==> config.mk <==
export PLATFORM = sky130hd
export DESIGN_NAME = t05_cb_sequencer
export DESIGN_NICKNAME = d
export VERILOG_FILES = /design/src/rtl/t05_cb_sequencer.sv
export SDC_FILE = /design/constraint.sdc
export NUM_CORES = 1
export LEC_CHECK = 0
export CAP_MARGIN = 0
export CORE_MARGIN = 10
export CORE_UTILIZATION = 39
export CTS_CLUSTER_SIZE = 28
export DETAILED_ROUTE_END_ITERATION = 8
export PLACE_DENSITY = 0.77
export REMOVE_ABC_BUFFERS = 1
export SLEW_MARGIN = 20
export SYNTH_ARGS = -nofsm -noshare
export SYNTH_HDL_FRONTEND = slang
export SYNTH_SLANG_ARGS = --single-unit
==> constraint.sdc <==
create_clock -name clk -period 3.8 [get_ports clk]
set_input_delay 0.38 -clock clk [delete_from_list [all_inputs] [get_ports clk]]
set_output_delay 0.38 -clock clk [all_outputs]
set_load 0.005 [all_outputs]
==> src/rtl/t05_cb_sequencer.sv <==
// Codebook-phase sequencer: fetches 71-bit tree elements as three SRAM words and hands found characters to the SPI writer.
// Optional SRAM ack watchdog enabled by defining CB_SEQ_TIMEOUT_EN.
module t05_cb_sequencer #(
  parameter logic [31:0] HTREE_BASE     = 32'h0000_0000,
  parameter logic [7:0]  TIMEOUT_CYCLES = 8'd255
) (
  input  logic          clk,
  input  logic          rst,
  input  logic [3:0]    en_state,
  input  logic [6:0]    cb_index,
  input  logic          cb_char_found,
  input  logic [7:0]    cb_char_index,
  input  logic [127:0]  cb_char_path,
  input  logic [3:0]    cb_finished,
  output logic [70:0]   h_element,
  output logic          SRAM_enable,
  output logic          write_finish,
  output logic          sram_req,
  output logic [31:0]   sram_addr,
  input  logic [31:0]   sram_rdata,
  input  logic          sram_ack,
  output logic          wr_valid,
  output logic [7:0]    wr_char,
  output logic [127:0]  wr_path,
  output logic [6:0]    wr_len,
  input  logic          wr_ready,
  output logic          done,
  output logic          err
);

  localparam int unsigned ELEM_W = 71;
  localparam int unsigned IDX_W  = 7;
  localparam int unsigned PATH_W = 128;
  localparam int unsigned LEN_W  = 7;
  localparam int unsigned WCNT_W = 2;

  localparam logic [3:0] EN_CODEBOOK = 4'd4;
  localparam logic [3:0] FIN_DONE    = 4'b0101;

  typedef enum logic [2:0] {
    S_IDLE,
    S_FETCH,
    S_SEND,
    S_ACKWAIT,
    S_DONE
  } state_e;

  state_e               state_q, state_d;
  logic                 vld_q, vld_d;
  logic [IDX_W-1:0]     tag_q, tag_d;
  logic [WCNT_W-1:0]    w_q, w_d;
  logic [ELEM_W-1:0]    elem_q, elem_d;
  logic                 sram_req_q, sram_req_d;
  logic [31:0]          sram_addr_q, sram_addr_d;
  logic                 wr_valid_q, wr_valid_d;
  logic [7:0]           wr_char_q, wr_char_d;
  logic [PATH_W-1:0]    wr_path_q, wr_path_d;
  logic [LEN_W-1:0]     wr_len_q, wr_len_d;
  logic                 write_finish_q, write_finish_d;
  logic                 done_q, done_d;
  logic                 active;

`ifdef CB_SEQ_TIMEOUT_EN
  logic [7:0]           tmo_cnt_q, tmo_cnt_d;
  logic                 err_q, err_d;
`else
  logic                 unused_timeout;
  assign unused_timeout = ^TIMEOUT_CYCLES;
`endif

  // Path length is the position of the leading control 1.
  function automatic logic [LEN_W-1:0] msb_pos(input logic [PATH_W-1:0] p);
    logic [LEN_W-1:0] r;
    r = '0;
    for (int i = 0; i < int'(PATH_W); i++) begin
      if (p[i]) r = LEN_W'(i);
    end
    return r;
  endfunction

  function automatic logic [31:0] word_addr(input logic [IDX_W-1:0] t, input logic [WCNT_W-1:0] w);
    return HTREE_BASE + ((32'(t) * 32'd3 + 32'(w)) << 2);
  endfunction

  assign active = (en_state == EN_CODEBOOK);

  always_comb begin
    state_d   = state_q;
    vld_d     = vld_q;
    tag_d     = tag_q;
    w_d       = w_q;
    elem_d    = elem_q;
    wr_char_d = wr_char_q;
    wr_path_d = wr_path_q;
    wr_len_d  = wr_len_q;
`ifdef CB_SEQ_TIMEOUT_EN
    tmo_cnt_d = tmo_cnt_q;
    err_d     = err_q;
`endif

    unique case (state_q)
      S_IDLE: begin
        if (active) begin
          if (cb_finished == FIN_DONE) begin
            state_d = S_DONE;
          end else if (cb_char_found) begin
            wr_char_d = cb_char_index;
            wr_path_d = cb_char_path;
            wr_len_d  = msb_pos(cb_char_path);
            state_d   = S_SEND;
          end else if (!vld_q || tag_q != cb_index) begin
            vld_d   = 1'b0;
            tag_d   = cb_index;
            w_d     = '0;
            state_d = S_FETCH;
`ifdef CB_SEQ_TIMEOUT_EN
            tmo_cnt_d = '0;
`endif
          end
        end
      end

      S_FETCH: begin
        if (sram_ack) begin
          unique case (w_q)
            2'd0:    elem_d[31:0]  = sram_rdata;
            2'd1:    elem_d[63:32] = sram_rdata;
            default: elem_d[70:64] = sram_rdata[6:0];
          endcase
`ifdef CB_SEQ_TIMEOUT_EN
          tmo_cnt_d = '0;
`endif
          if (w_q == 2'd2) begin
            vld_d   = active;
            w_d     = '0;
            state_d = S_IDLE;
          end else if (!active) begin
            // Phase left mid-element: drop the partial element after this word.
            vld_d   = 1'b0;
            w_d     = '0;
            state_d = S_IDLE;
          end else begin
            w_d = w_q + 2'd1;
          end
        end
`ifdef CB_SEQ_TIMEOUT_EN
        else if (tmo_cnt_q == TIMEOUT_CYCLES - 8'd1) begin
          err_d     = 1'b1;
          tmo_cnt_d = '0;
          state_d   = S_DONE;
        end else begin
          tmo_cnt_d = tmo_cnt_q + 8'd1;
        end
`endif
      end

      S_SEND: begin
        if (active && wr_ready) state_d = S_ACKWAIT;
      end

      S_ACKWAIT: begin
        // The walker backtracks after a write, so the cached element is stale.
        vld_d   = 1'b0;
        state_d = S_IDLE;
      end

      S_DONE: state_d = S_DONE;

      default: state_d = S_IDLE;
    endcase

    // Registered status outputs track the state being entered.
    sram_req_d     = (state_d == S_FETCH);
    sram_addr_d    = sram_req_d ? word_addr(tag_d, w_d) : 32'd0;
    wr_valid_d     = (state_d == S_SEND);
    write_finish_d = (state_d == S_ACKWAIT);
    done_d         = (state_d == S_DONE);
  end

  always_ff @(posedge clk) begin
    if (rst) begin
      state_q        <= S_IDLE;
      vld_q          <= 1'b0;
      tag_q          <= '0;
      w_q            <= '0;
      elem_q         <= '0;
      sram_req_q     <= 1'b0;
      sram_addr_q    <= '0;
      wr_valid_q     <= 1'b0;
      wr_char_q      <= '0;
      wr_path_q      <= '0;
      wr_len_q       <= '0;
      write_finish_q <= 1'b0;
      done_q         <= 1'b0;
    end else begin
      state_q        <= state_d;
      vld_q          <= vld_d;
      tag_q          <= tag_d;
      w_q            <= w_d;
      elem_q         <= elem_d;
      sram_req_q     <= sram_req_d;
      sram_addr_q    <= sram_addr_d;
      wr_valid_q     <= wr_valid_d;
      wr_char_q      <= wr_char_d;
      wr_path_q      <= wr_path_d;
      wr_len_q       <= wr_len_d;
      write_finish_q <= write_finish_d;
      done_q         <= done_d;
    end
  end

`ifdef CB_SEQ_TIMEOUT_EN
  always_ff @(posedge clk) begin
    if (rst) begin
      tmo_cnt_q <= '0;
      err_q     <= 1'b0;
    end else begin
      tmo_cnt_q <= tmo_cnt_d;
      err_q     <= err_d;
    end
  end
  assign err = err_q;
`else
  assign err = 1'b0;
`endif

  // Cache hit is combinational so it drops in the same cycle cb_index moves.
  assign SRAM_enable  = vld_q && (tag_q == cb_index) && (state_q == S_IDLE);
  assign h_element    = elem_q;
  assign sram_req     = sram_req_q;
  assign sram_addr    = sram_addr_q;
  assign wr_valid     = wr_valid_q;
  assign wr_char      = wr_char_q;
  assign wr_path      = wr_path_q;
  assign wr_len       = wr_len_q;
  assign write_finish = write_finish_q;
  assign done         = done_q;

endmodule

==> results of run 1 <==
layout by cell type, fill, tap and decap left out, drive strengths merged, types with 4 or more instances in the layout:
cell type	Yosys	layout
nand2	424	424
clkdlybuf4s50	0	413
a21oi	244	244
dfxtp	240	240
nor2	90	90
clkbuf	65	42
inv	37	37
buf	37	35
nor4	32	32
conb	1	24
nor3	23	23
o21ai	21	21
ha	16	16
nand3	16	16
o31ai	13	13
nor2b	13	13
o21bai	10	10
mux2i	10	10
xnor2	9	9
nand2b	8	8
nand4	7	7
a31oi	6	6
or3	5	5
o211ai	5	5
a2111oi	5	5
and3	5	5
mux2	4	4
nor4b	4	4
or4	4	4
clkinv	0	4
how the worst min path moves through the flow:
stage	to	slack, ps	depth (start not counted)
final	tag_q[5]$_SDFF_PP0_	320	2
after global routing	w_q[1]$_SDFF_PP0_	350	2
after CTS	state_q[0]$_SDFF_PP0_	340	2
after detailed placement	wr_path[48]$_SDFFE_PP0P_	440	2
after global placement	wr_path[108]$_SDFFE_PP0P_	440	2
after floorplan	wr_char[0]$_SDFFE_PP0P_	440	2
layer usage:
| layer | global-route usage, % | wire length (um) |
|---|---|---|
| met3 | 6.640 | 3766 |
| met2 | 39.32 | 20240 |
| met4 | 7.440 | 1215 |
| met1 | 26.00 | 15930 |
| met5 | 0 | 0 |
state kept, by name (all words and copies together) (netlist names):
| register | flops |
|---|---|
| done | 1 |
| h_element | 71 |
| sram_addr | 9 |
| sram_req | 1 |
| state_q | 3 |
| tag_q | 7 |
| vld_q | 1 |
| w_q | 2 |
| wr_char | 8 |
| wr_len | 7 |
| wr_path | 128 |
| wr_valid | 1 |
| write_finish | 1 |
logic make-up after synthesis:
| logic type | count (synthesis) | synth area share, % |
|---|---|---|
| other | 1 | 0.03577 |
| AO/OA/AOI/OAI | 328 | 17.47 |
| AND/OR/NAND/NOR | 641 | 25.96 |
| adder cells (fa/ha/maj) | 18 | 2.291 |
| flip-flops | 240 | 45.83 |
| buffers and inverters | 139 | 6.110 |
| XOR/XNOR | 11 | 0.9190 |
| multiplexers | 14 | 1.384 |
timing repair:
| action | 4_1_cts | 5_1_grt |
|---|---|---|
| pin swaps | 0 | 1 |
| cloned | 0 | 0 |
| buffers inserted | 0 | 1 |
| endpoints found under the setup margin | 1 | 2 |
| gates resized for setup | 1 | 12 |
stage by stage:
step                      std cells  hold WS (ps)
after floorplan                1313         442.2
after global placement         2096         437.1
after detailed placement       2096         444.4
after CTS                      2143         343.8
after global routing           2146         354.6
final                          2146         319.4
final cells by class:
type                       instances  share of cell area, %
multi-input combinational       1036                  32.80
antenna                            2                0.03154
clock buffer                      42                  4.929
inverter                          37                 0.8753
sequential                       240                  30.28
tap                              335                  2.642
timing repair buffer             449                  28.13
clock inverter                     5                 0.3154
power groups by stage:
stage               logic, W  clock network (W)  registers, W
global route        0.000589            0.00263       0.00255
CTS                 0.000539            0.00254       0.00255
detailed placement  0.000535                  0       0.00261
global placement    0.000530                  0       0.00261
finish              0.000544            0.00248       0.00255
floorplan           0.000127                  0       0.00261
critical path: cells and delay by family:
| kind | cells | cell delay, ps |
|---|---|---|
| xor gates and xnor gates | 1 | 130 |
| adders and majority gates | 3 | 1010 |
| and+or+nand+nor | 6 | 1280 |
| AOI/OAI and AO/OA | 5 | 610 |
| buffers and inverters | 3 | 590 |
==> flow_summary_export.csv, run 1 <==
group,metric,value,unit
floorplan,die_h,184.0,um
synth,syn_area_per_cell,7.531,um^2
timing,skew,12.60,ps
synth,synth_cell_types,58,
synth,yosysWarnings,0,
detailed_routing,drcViolationCount,0,
synth,syn-instance-count,1392,
timing,grt_setup_unrepaired,"no",
run,drv_cap,0,
timing,fmax,277.4,MHz
power,internal-power,0.004285,W
detailed_routing,drt-wirelength-per-cell,19.18,um
timing,hold_viol,0,
worst_setup_path,critPathCapture,"sram_addr[9]$_SDFF_PP0_",
synth,async_reset_ff_share,0,%
global_routing,grt_pass1_vias,10750,
layout,finalInstanceArea,0.01587,mm^2
synth,synth_top_area_share,45.83,%
place,place_ws,-547.4,ps
layout,nets,1997,
power,p_per_area,351.6,mW/mm^2
detailed_routing,wirelength,41.15,mm
detailed_routing,drt_iter0_drc,845,
clock_network,htreeDepth,1,
layout,layout-drive-gt1-share,5.086,%
timing,worstMarginPinSlew,771.2,ps
place,post_dp_cell_area,0.01496,mm^2
synth,synth_area,0.01048,mm^2
worst_setup_path,crit_required,4210,ps
worst_setup_path,reg2reg_slack,460,ps
global_routing,grt_use_total,22.62,%
power,p_sw,0.001293,W
place,place_hpwl,31.69,mm
place,port_buffers,415,
floorplan,ios,440,
timing,finalMaxSlewViolations,0,
clock_network,root_buffer,"clkbuf_16",
synth,ys_top_cells_by_area,"dfxtp_1 46%, nand2_1 15%, a21oi_1 12%",
power,peakVddDrop,351.3,uV
worst_setup_path,cp-end-kind,"register",
synth,synth_edf_count,0,
worst_setup_path,critical_path.startpoint,"en_state[0]",
power,power,0.005578,W
global_routing,grt_pass1_wl,61.27,mm
detailed_routing,firstDrtPassIters,5,
timing,final.period_utilization,94.87,%
clock_network,clk_path_buf_depth,3,
worst_setup_path,cp_slowest_cell,"or4b_4",
worst_setup_path,r2r_start,"state_q[2]$_SDFF_PP0_",
timing,finalSetupViolCount,0,
layout,multi_input_comb_area,0.005204,mm^2
worst_setup_path,cp.arrival,4010,ps
worst_setup_path,max_stage_delay,540,ps
detailed_routing,vias,11180,
worst_setup_path,r2r-end,"sram_addr[9]$_SDFF_PP0_",
min_path,hp-class,"input pin to register",
floorplan,dieArea,0.03384,mm^2
layout,fillCellCount,2262,
synth,synth_most_common_cell,"nand2_1",
floorplan,rows,59,
worst_setup_path,path_max_fanout,4,
timing,slew_headroom,48.58,%
power,p_sw_share,23.18,%
timing,layout_setup_ws,195.1,ps
outcome,status,"completed",
worst_setup_path,crit_path_start_kind,"input pin",
worst_setup_path,reg2reg_depth,15,
clock_network,clkTransAtPathRegs,60,ps
place,routabilityCongestion,0.8699,
floorplan,initial_core_util,39.89,%
global_routing,grt_max_degree,95,
floorplan,coreArea,0.02628,mm^2
synth,ys_ff_latch,240,
clock_network,cts_hold_buf,0,
layout,seq_area,0.004805,mm^2
detailed_routing,ant_nets,0,
timing,period_needed,3605,ps
global_routing,antenna_found_initial,2,
synth,ys.flop_type,"dfxtp_1",
global_routing,grt.overflow.total,0,
clock_network,cts_buffers,27,
layout,final_util,60.37,%
floorplan,die_w,184.0,um
clock_network,cts.sinks,240,
power,power_frac_comb,9.8,%
power,clkPwrFrac,44.5,%
layout,area_growth,51.34,%
clock_network,cts_tree,"done",
min_path,hp-start,"rst",
synth,yosys.area.top_type,"dfxtp_1",
worst_setup_path,crit_type,"input pin to register",
clock_network,clock_latency,530,ps
synth,synth.yosys.seq_area_share,45.83,%
timing,setup_tns,0,ps
power,pwr-share-seq,45.7,%
worst_setup_path,cp_cell_sequence,"clkdlybuf4s50_1 -> or4b_4 -> nor3_2 -> o21ai_1 -> or2_4 -> a32oi_4 -> fa_1 -> inv_1 -> ha_1 -> inv_1 -> fa_2 -> nor2b_2 -> o21ai_1 -> nand2b_1 -> a21o_1 -> a21oi_2 -> xor2_1 -> nor2_1",
synth,ys_top_cells_by_count,"424 x nand2_1, 244 x a21oi_1, 240 x dfxtp_1, 90 x nor2_1, 65 x clkbuf_1",
detailed_routing,vias_per_cell,5.208,
power,leakage,5.606,nW
No activity file was read; power rests on OpenSTA's default activity.
==> inputs of run 2 (changes only) <==
CORE_AREA = 10 10 164 166   (was not set)
CORE_MARGIN = not set   (was 10)
CORE_UTILIZATION = not set   (was 39)
DIE_AREA = 0 0 174 176   (was not set)
DONT_BUFFER_PORTS = 1   (was not set)
PLACE_DENSITY = 0.61   (was 0.77)
==> flow_summary_export.csv, run 2 (synthesis gave the netlist of run 1 again) <==
group,metric,value,unit
worst_setup_path,cp_top_family,"adder cells",
clock_network,htreeDepth,1,
run,drv_cap,0,
clock_network,clkTransAtPathRegs,60,ps
layout,finalInstanceArea,0.01333,mm^2
global_routing,grt_pass1_vias,10080,
timing,layout_setup_ws,435.8,ps
floorplan,ios,440,
timing,period_needed,3364,ps
global_routing,grt_pass1_wl,60.66,mm
place,place_ws,-135.0,ps
clock_network,clk_path_buf_depth,3,
detailed_routing,ant_nets,0,
clock_network,cts_tree,"done",
floorplan,die_h,176,um
floorplan,coreArea,0.02382,mm^2
place,dp_cells,1658,
worst_setup_path,crit_buf_inv,2,
clock_network,root_buffer,"clkbuf_16",
min_path,hold_path_end,"wr_path[24]$_SDFFE_PP0P_",
floorplan,initial_core_util,44.01,%
power,leakage,4.821,nW
detailed_routing,firstDrtPassIters,5,
outcome,status,"completed",
global_routing,grt_max_degree,200,
worst_setup_path,crit_path_start_kind,"register",
min_path,hold_depth,2,
worst_setup_path,crit_type,"register to register",
timing,skew,14.07,ps
power,p_per_area,399.0,mW/mm^2
layout,most-common-layout-cells,"424 x nand2_1, 244 x a21oi_1, 240 x dfxtp_1",
clock_network,cts.sinks,240,
layout,layout-drive-gt1-share,4.487,%
detailed_routing,drcViolationCount,0,
floorplan,dieArea,0.03062,mm^2
detailed_routing,vias_per_cell,5.529,
timing,grt_setup_unrepaired,"no",
worst_setup_path,cp_slowest_cell,"fa_1",
place,port_buffers,0,
layout,largest_reg_flops,128,
place,place_hpwl,27.63,mm
layout,nets,1752,
timing,fmax,297.2,MHz
worst_setup_path,r2r-end,"sram_addr[9]$_SDFF_PP0_",
power,peakVddDrop,359.0,uV
detailed_routing,wirelength,40.50,mm
clock_network,cts_setup_buffers,0,
timing,slew_headroom,21.38,%
power,power,0.005317,W
min_path,hp-start,"cb_char_path[24]",
worst_setup_path,crit_required,4200,ps
worst_setup_path,cp-end-kind,"register",
floorplan,die_w,174,um
worst_setup_path,reg2reg_slack,440,ps
timing,final.period_utilization,88.53,%
layout,area_growth,27.10,%
detailed_routing,drt_iter0_drc,833,
worst_setup_path,reg2reg_depth,15,
timing,whs,32.82,ps
worst_setup_path,path_max_fanout,5,
place,post_dp_cell_area,0.01066,mm^2
timing,finalMaxSlewViolations,0,
min_path,hp-class,"input pin to register",
timing,hold_viol,0,
layout,fin_cells,1885,
worst_setup_path,cp_cell_sequence,"or3_1 -> or2_4 -> a32oi_1 -> fa_1 -> inv_1 -> ha_1 -> inv_1 -> fa_1 -> nor2b_1 -> o21ai_0 -> nand2b_1 -> a21o_1 -> a21oi_1 -> xor2_1 -> nor2_1",
floorplan,rows,57,
layout,final_common_cell,"nand2_1",
global_routing,antenna_found_initial,0,
worst_setup_path,cp.arrival,3770,ps
timing,finalSetupViolCount,0,
clock_network,clock_latency,540,ps
place,routabilityCongestion,0.8193,
timing,worstMarginPinSlew,1179,ps
worst_setup_path,r2r_start,"state_q[2]$_SDFF_PP0_",
detailed_routing,drt-wirelength-per-cell,21.49,um
detailed_routing,vias,10420,
worst_setup_path,max_stage_delay,460,ps
global_routing,grt.overflow.total,0,
clock_network,cts_buffers,25,
global_routing,grt_use_total,24.64,%
==> run 2: routing by layer <==
metal  vias to the layer above  track usage (%)  wire length, um
met4                         0            10.47             1770
li1                       4955                -                -
met3                        87            9.120             4362
met1                      4860            27.51            15110
met2                       520            41.69            19260
met5                         -                0                0
==> run 2: repair_timing <==
| action | in CTS | in global routing |
|---|---|---|
| setup endpoints to repair | 0 | 1 |
| hold endpoints to repair | 222 | 0 |
| hold buffers | 185 | 0 |
| gates resized for setup | 0 | 3 |
==> run 2: final cells by class <==
cell class | instances | area, um^2
Fill cell | 2177 | 10500
Antenna cell | 1 | 2.502
Clock inverter | 7 | 102.6
Tap cell | 324 | 405.4
Sequential cell | 240 | 4805
Timing Repair Buffer | 206 | 2039
Inverter | 37 | 138.9
Clock buffer | 34 | 679.4
Multi-Input combinational cell | 1036 | 5152
==> run 2: power by group <==
group	leakage [nW]	switching (W)	internal, W	total [W]
registers	1.94	0.0000228	0.00254	0.00256
logic	2.50	0.000169	0.000183	0.000353
clock network	0.381	0.00102	0.00139	0.00240
total	4.82	0.00121	0.00411	0.00532
==> run 2: worst max path at each step <==
stage / startpoint / endpoint / slack, ps / cells past startpoint
after global placement: en_state[1] / sram_addr[9]$_SDFF_PP0_ / -90 / 17
final: state_q[2]$_SDFF_PP0_ / sram_addr[9]$_SDFF_PP0_ / 440 / 15
after global routing: tag_q[0]$_SDFF_PP0_ / sram_addr[9]$_SDFF_PP0_ / 80 / 17
after floorplan: en_state[1] / wr_len[1]$_SDFFE_PP0P_ / -630 / 5
after detailed placement: en_state[1] / sram_addr[9]$_SDFF_PP0_ / -130 / 17
after CTS: state_q[2]$_SDFF_PP0_ / sram_addr[9]$_SDFF_PP0_ / 350 / 15
==> run 2: per-stage QoR <==
| stage | utilization, % | setup TNS (ps) |
|---|---|---|
| 2_1_floorplan | - | -58440 |
| 3_3_place_gp | 44.76 | -85.10 |
| 3_5_place_dp | 44.76 | -156.2 |
| 4_1_cts | 55.89 | 0 |
| 5_1_grt | 55.93 | 0 |
| 6_report | 55.94 | 0 |
==> inputs of run 3 (changes only) <==
GPL_ROUTABILITY_DRIVEN = 0   (was not set)
SLEW_MARGIN = 10   (was 20)
==> results of run 3 <==
Same layout as run 2: the final DEF is identical, and so are final timing and power.
